[config.mk]
export PLATFORM = sky130hd
export DESIGN_NAME = wb_port_arbiter
export DESIGN_NICKNAME = d
export VERILOG_FILES = /design/src/rtl/wb_port_arbiter_pkg.sv /design/src/rtl/wb_fifo.sv /design/src/rtl/wb_port_arbiter.sv
export SDC_FILE = /design/constraint.sdc
export NUM_CORES = 1
export LEC_CHECK = 0
export CORE_MARGIN = 2
export CORE_UTILIZATION = 40
export DETAILED_ROUTE_END_ITERATION = 7
export PLACE_DENSITY = 0.74
export SYNTH_ARGS = -nofsm -noshare
export SYNTH_HDL_FRONTEND = slang
export SYNTH_HIERARCHICAL = 1
export SYNTH_SLANG_ARGS = --single-unit
export TNS_END_PERCENT = 10
[constraint.sdc]
create_clock -name clk -period 5.65 [get_ports clk]
set_input_delay 1.695 -clock clk [delete_from_list [all_inputs] [get_ports clk]]
set_output_delay 1.695 -clock clk [all_outputs]
set_load 0.02 [all_outputs]
[src/rtl/wb_port_arbiter_pkg.sv]
// Shared constants and types for the register-file writeback port arbiter.
package wb_port_arbiter_pkg;

    localparam int unsigned DEF_DW   = 32;
    localparam int unsigned DEF_AW   = 5;
    localparam int unsigned REG_ZERO = 0;
    localparam logic        SRC_A    = 1'b0;
    localparam logic        SRC_B    = 1'b1;

    typedef enum logic [1:0] {
        GNT_IDLE,
        GNT_A,
        GNT_B
    } grant_t;

endpackage

[src/rtl/wb_fifo.sv]
// Small synchronous FIFO holding out-of-band writeback entries.
module wb_fifo #(
    parameter int unsigned WIDTH = 37,
    parameter int unsigned DEPTH = 2,
    localparam int unsigned PW   = $clog2(DEPTH),
    localparam int unsigned CW   = $clog2(DEPTH) + 1
) (
    input  logic             clk,
    input  logic             reset,
    input  logic             push,
    input  logic [WIDTH-1:0] pushData,
    output logic             pushReady,
    input  logic             pop,
    output logic [WIDTH-1:0] headData,
    output logic [CW-1:0]    count
);

    logic [WIDTH-1:0] mem [DEPTH];
    logic [PW-1:0]    wrPtr;
    logic [PW-1:0]    rdPtr;
    logic             doPush;
    logic             doPop;

    // Fullness comes from the start-of-cycle count, so a pop never frees room for a same-cycle push.
    assign pushReady = (count < CW'(DEPTH));
    assign doPush    = push && pushReady;
    assign doPop     = pop && (count != '0);
    assign headData  = mem[rdPtr];

    always_ff @(posedge clk or posedge reset) begin
        if (reset) begin
            wrPtr <= '0;
            rdPtr <= '0;
            count <= '0;
        end else begin
            if (doPush) wrPtr <= wrPtr + PW'(1);
            if (doPop)  rdPtr <= rdPtr + PW'(1);
            case ({doPush, doPop})
                2'b10:   count <= count + CW'(1);
                2'b01:   count <= count - CW'(1);
                default: count <= count;
            endcase
        end
    end

    always_ff @(posedge clk) begin
        if (doPush) mem[wrPtr] <= pushData;
    end

endmodule

[src/rtl/wb_port_arbiter.sv]
// Arbitrates the single register-file write port between pipeline writeback (A)
// and buffered out-of-band results (B), with a starvation limit protecting B.
module wb_port_arbiter
    import wb_port_arbiter_pkg::*;
#(
    parameter int unsigned DW           = DEF_DW,
    parameter int unsigned AW           = DEF_AW,
    parameter int unsigned B_DEPTH      = 2,
    parameter int unsigned STARVE_LIMIT = 4,
    localparam int unsigned CW          = $clog2(B_DEPTH) + 1
) (
    input  logic          clk,
    input  logic          reset,
    input  logic          a_valid,
    input  logic [AW-1:0] a_dest,
    input  logic [DW-1:0] a_data,
    output logic          a_ready,
    input  logic          b_valid,
    input  logic [AW-1:0] b_dest,
    input  logic [DW-1:0] b_data,
    output logic          b_ready,
    output logic [CW-1:0] b_count,
    output logic          rf_we,
    output logic [AW-1:0] rf_waddr,
    output logic [DW-1:0] rf_wdata,
    output logic          rf_wsrc
);

    localparam int unsigned SW = $clog2(STARVE_LIMIT + 1);
    localparam logic [SW-1:0] StarveMax = SW'(STARVE_LIMIT);

    grant_t        grant;
    logic [SW-1:0] starveCnt;
    logic [SW-1:0] starveCntNext;
    logic          bPending;
    logic          forceB;
    logic [AW-1:0] headDest;
    logic [DW-1:0] headData;

    wb_fifo #(
        .WIDTH (AW + DW),
        .DEPTH (B_DEPTH)
    ) bFifo (
        .clk       (clk),
        .reset     (reset),
        .push      (b_valid),
        .pushData  ({b_dest, b_data}),
        .pushReady (b_ready),
        .pop       (grant == GNT_B),
        .headData  ({headDest, headData}),
        .count     (b_count)
    );

    assign bPending = (b_count != '0);
    assign forceB   = bPending && (starveCnt == StarveMax);
    assign a_ready  = !forceB;

    always_comb begin
        grant = GNT_IDLE;
        if (bPending && (forceB || !a_valid)) begin
            grant = GNT_B;
        end else if (a_valid) begin
            grant = GNT_A;
        end
    end

    always_comb begin
        starveCntNext = starveCnt;
        if (grant == GNT_B || !bPending) begin
            starveCntNext = '0;
        end else if (grant == GNT_A && starveCnt != StarveMax) begin
            starveCntNext = starveCnt + SW'(1);
        end
    end

    always_ff @(posedge clk or posedge reset) begin
        if (reset) begin
            starveCnt <= '0;
        end else begin
            starveCnt <= starveCntNext;
        end
    end

    // Writes to $0 are consumed like any other grant but never assert the enable.
    always_ff @(posedge clk or posedge reset) begin
        if (reset) begin
            rf_we    <= 1'b0;
            rf_waddr <= '0;
            rf_wdata <= '0;
            rf_wsrc  <= SRC_A;
        end else begin
            case (grant)
                GNT_A: begin
                    rf_we    <= (a_dest != AW'(REG_ZERO));
                    rf_waddr <= a_dest;
                    rf_wdata <= a_data;
                    rf_wsrc  <= SRC_A;
                end
                GNT_B: begin
                    rf_we    <= (headDest != AW'(REG_ZERO));
                    rf_waddr <= headDest;
                    rf_wdata <= headData;
                    rf_wsrc  <= SRC_B;
                end
                default: begin
                    rf_we <= 1'b0;
                end
            endcase
        end
    end

endmodule

* Word-level counts from Yosys, hierarchy flattened
Memory sizes are Yosys's and may differ from the RTL's.
Index checks and enable logic that the tools add are counted.
** Storage, ports and cells
- Bits in registers :: 46
- Latch bits :: 0
- RAM bits :: 74
- Bits in read-only memories :: 0
- Bits of input ports :: 78
- Output and inout bits :: 43
- Memories :: 1
** Cells by class
- $add $sub $neg :: 5
- Multipliers :: 0
- Div/mod/pow operators :: 0
- Order comparisons :: 1
- Equality and inequality tests :: 6
- Shift-type cells :: 0
- Mux-type cells :: 11
- Bitwise operators :: 0
- Reductions and logical operators :: 16
** Memory list
- bFifo.mem :: words 2, width 37, rd ports 1, clocked after Yosys merged registers in 0, write ports 1, RTL line wb_fifo.sv:18 : logic [WIDTH-1:0] mem [DEPTH];
** Operator list (number)
- one-hot mux 32 bit (2 select lines) :: 1
- one-hot mux 5 bit (2 select lines) :: 1
- nonzero test 5 bit :: 2
- nonzero test 2 bit :: 4
- two-way mux 3 bit :: 2
- logical AND 1 bit :: 5
- == test 2 x 1 -> 1 bit (second input constant) :: 2
- == test 2 bit (second input constant) :: 2
- one-hot mux 1 bit (2 select lines) :: 2
- one-hot mux 2 bit (2 select lines) :: 1
- adder 3 x 1 -> 3 bit (second input constant) :: 1
- == test 3 bit (second input constant) :: 1
- zero test 1 bit :: 3
- two-way mux 1 bit :: 3
- != test 3 bit (second input constant) :: 1
- adder 1 bit (second input constant) :: 2
- adder 2 x 1 -> 2 bit (second input constant) :: 1
- logical OR 1 bit :: 2
- less-than comparator 2 bit (second input constant) :: 1
- two-way mux 2 bit :: 1
- subtractor 2 x 1 -> 2 bit (second input constant) :: 1

* Longest topological paths before layout
- Word-level depth :: 9
- Gate-level depth with buffers :: 10
- Gate-level depth less buffers :: 9

* Modules after synthesis
The synthesis kept the hierarchy.
** Modules (own cells, without submodules)
- wb_fifo :: times used 1, cells an instance 132, area each 2941.6 um^2
- wb_port_arbiter :: times used 1, cells an instance 156, area each 1876.8 um^2

* Worst setup path after synthesis
No wires, ideal clock.
- Path type :: input to register
- From :: input b_valid
- To :: memory bFifo.mem[0][0], enable pin
- Setup time :: 0.431 ns
- Arrival :: 3.367 ns
- Data required time :: 5.219 ns
- Slack :: 1.852 ns
- Stages on the path :: 2
- Buffers on the path :: 0
- Cell sequence :: nand2_1 nor2_1
** Between the ends
- Cells in the longest elaborated chain, start to end :: 3
** RTL lines
- from (decl) :: RTL line wb_port_arbiter.sv:18 : input logic b_valid,
- logical AND 1 bit :: RTL line wb_fifo.sv:26 : assign doPush = push && pushReady;
- two-way mux 1 bit :: RTL line wb_fifo.sv:47 : if (doPush) mem[wrPtr] <= pushData;
- two-way mux 1 bit (not written as such) :: RTL line wb_fifo.sv:47
- to (decl) :: RTL line wb_fifo.sv:18
No other way between the ends.

* Worst setup path in the final report
- From :: register bFifo.count[0]
- To :: output a_ready
** Between the ends
- Cells in the longest elaborated chain, start to end :: 3
** RTL lines
- from (decl) :: RTL line wb_fifo.sv:15 : output logic [CW-1:0] count
- from (signal assigned) :: RTL line wb_fifo.sv:39 : 2'b10: count <= count + CW'(1);
- from (signal assigned) :: RTL line wb_fifo.sv:40 : 2'b01: count <= count - CW'(1);
- from (signal assigned) :: RTL line wb_fifo.sv:41 : default: count <= count;
- nonzero test 2 bit :: RTL line wb_port_arbiter.sv:54 : assign bPending = (b_count != '0);
- logical AND 1 bit :: RTL line wb_port_arbiter.sv:55 : assign forceB = bPending && (starveCnt == StarveMax);
- zero test 1 bit :: RTL line wb_port_arbiter.sv:56 : assign a_ready = !forceB;
- to (decl) :: RTL line wb_port_arbiter.sv:17 : output logic a_ready,
No other way between the ends.

==> flow_summary_export.csv <==
group,metric,value,unit
layout,final_common_cell,"clkdlybuf4s50_1",
global_route,gr-total-overflow,0,
layout,fillers,985,
yosys,synth_largest_area_cell,"edfxtp_1",
floorplanning,core,11860,um^2
layout,final_nets,495,
setup_path,arrival,1890,ps
setup_path,start_kind,"flop",
power_and_ir_drop,total_leakage_power,2.540,nW
layout,mostFrequentLayoutCells,"clkdlybuf4s50_1 (120), edfxtp_1 (74), dfrtp_1 (45)",
detailed_routing,vias,2952,
detailed_routing,first_pass_iters,4,
floorplanning,io_pins,121,
sta,drv_slew,0,
run_status,outcome,"completed",
layout,syn_to_final_growth,37.96,%
yosys,synth.avg_cell_area,16.73,um^2
global_route,grt_usage,0.1707,
yosys,synthCells,288,
clocking,cts_sinks,120,
placement,port_buffers,120,
yosys,netlist_area,4818,um^2
sta,fmax,279.1,MHz
setup_path,crit_chain,"or2_2, nand3_1, clkdlybuf4s50_1",
sta,setup_viol,0,
setup_path,crit_buf_inv,1,
sta,setup_ws,2067,ps
setup_path,cp_top_family,"buffers and inverters",
detailed_routing,viasPerCell,5.143,
detailed_routing,postRouteAntennaNets,0,
clocking,hold_buffers,0,
hold_path,hold_class,"reg2reg",
floorplanning,num_rows,40,
sta,finalCriticalPeriod,3583,ps
placement,dp.final_hpwl,6659,um
setup_path,reg2reg_slack,3460,ps
global_route,antenna_found_initial,0,
detailed_routing,drc,0,
clocking,post_cts_buffers,0,
detailed_routing,wl_per_cell,18.42,um
layout,seqCellArea,3374,um^2
yosys,synthTopCellsByArea,"edfxtp_1 (46%), dfrtp_1 (24%), a221o_1 (7.7%)",
flow_run,max_cap_viol_count,0,
clocking,clock_latency,400,ps
clocking,clk_pin_slew,50,ps
yosys,yosys_warnings,6,
sta,slew_headroom,0.2574,
clocking,h-tree-depth,4,
sta,rsz0062_at_grt,"no",
yosys,syn_nets,369,
setup_path,cp_max_fo,7,
setup_path,worstSetupPathType,"reg2out",
clocking,root_buffer,"clkbuf_16",
yosys,netlist.area_leader.share,0.4612,
yosys,ys_ff_latch,120,
clocking,ctsResizeCount,0,
global_route,grt_max_degree,43,
sta,hold_viol,0,
floorplanning,initial_core_util,0.4062,
floorplanning,die_area,12940,um^2
clocking,cts_tree,"built",
layout,diodes,0,
setup_path,worstSetupEndpointType,"output pin",
power_and_ir_drop,power_density,488.4,nW/um^2
placement,dpl_worst_slack,1948,ps
detailed_routing,totalWireLength,10570,um
sta,skew,6.022,ps
layout,multi_input_area,1336,um^2
clocking,cts_buffer_depth,2,
yosys,yosysSeqAreaShare,0.7001,
setup_path,slowest_stage,"clkdlybuf4s50_1",
sta,setup_tns,0,ps
setup_path,cpPeakStageDelay,600,ps
detailed_routing,drtIter0Drc,198,
sta,period_share,0.6341,
setup_path,required,3950,ps
global_route,grt_pass1_vias,3099,
global_route,grt_pass1_wl,16460,um
layout,drive_gt1_frac,0.1639,
yosys,ys_types,25,
power_and_ir_drop,vdd_drop_max,0.0002128,V
floorplanning,die_h,113.8,um
clocking,numCtsBuffers,17,
floorplanning,die_x,113.8,um
sta,tightest_slew,1111,ps
placement,gp_congestion,0.7508,
## synth_stat cells
| library cell | count |
|---|---|
| nor2_1 | 9 |
| inv_1 | 6 |
| and2_1 | 34 |
| and3_1 | 1 |
| dfrtp_1 | 46 |
| a21oi_1 | 1 |
| xor2_1 | 1 |
| mux2i_1 | 1 |
| mux2_2 | 17 |
| a21o_1 | 1 |
| buf_6 | 6 |
| o21a_1 | 2 |
| mux2_4 | 20 |
| edfxtp_1 | 74 |
| a22o_1 | 1 |
| buf_2 | 5 |
| nand2_1 | 5 |
| nor3_1 | 3 |
| nand3_1 | 2 |
| xnor2_1 | 4 |
| ha_1 | 3 |
| clkbuf_1 | 5 |
| and2_0 | 3 |
| or2_2 | 1 |
| a221o_1 | 37 |
## report_power, final
group	leakage [nW]	switching (mW)	total, mW	internal [mW]
sequential	1.23	0.166	1.33	1.17
clock	0.251	0.346	0.922	0.577
combinational	1.06	0.448	0.990	0.542
total	2.54	0.960	3.25	2.29
## path summary, 6_finish.rpt
kind,from,to,depth (start not counted)
hold / removal,starveCnt[0],starveCnt[0],1
max in group asynchronous,reset,rf_wdata[5],2
setup / recovery,bFifo/count[0],a_ready,3
hold reg to reg,starveCnt[0],starveCnt[0],1
min in group asynchronous,reset,bFifo/count[0],2
setup reg to reg,starveCnt[0],rf_wdata[7],6
## registers in the layout, summed over array words and instances (netlist names)
name and flops:
bFifo/count 2, bFifo/mem 74, bFifo/rdPtr 1, bFifo/wrPtr 1
rf_waddr 5, rf_wdata 32, rf_we 1, rf_wsrc 1
starveCnt 3
## routing by layer
metal / part of all wire / vias up / track usage
li1: - / 1358 / -
met1: 0.46 / 1492 / 0.2311
met2: 0.48 / 92 / 0.2659
met3: 0.048 / 10 / 0.04516
met4: 0.012 / 0 / 0.06585
met5: 0 / - / 0
## logic make-up (layout without fill, tap and decap cells)
kind of cell    count (synthesis)  count (layout)  share of synthesized area
flops                         120             120                     0.7001
simple gates                   58              58                    0.06674
compound gates                 42              42                    0.08439
mux                            38              38                     0.1041
buf+inv                        22             161                    0.02778
xor+xnor                        5               5                   0.009088
fa+ha+maj                       3               3                   0.007791
## through the flow
| step | cell area [um^2] | util | hold slack (ps) | cells | total power, mW |
|---|---|---|---|---|---|
| 2_1_floorplan | 4818 | - | 429.7 | 288 | 1.932 |
| 4_1_cts | 6648 | 0.5604 | 464.1 | 574 | 3.280 |
| 5_1_grt | 6648 | 0.5604 | 482.1 | 574 | 3.405 |
| 6_report | 6648 | 0.5604 | 457.1 | 574 | 3.247 |
| 3_3_place_gp | 6141 | 0.5177 | 443.1 | 542 | 2.309 |
| 3_5_place_dp | 6141 | 0.5177 | 457.8 | 542 | 2.348 |
## layout make-up
type                       instances  share of cell area
sequential                       120              0.5076
clock buffer                      26             0.07209
tap                              147             0.02767
timing repair buffer             123              0.1841
inverter                           6            0.003388
multi-input combinational        146              0.2010
clock inverter                     6            0.004141
Note: power is estimated with default switching activity, not from simulation.
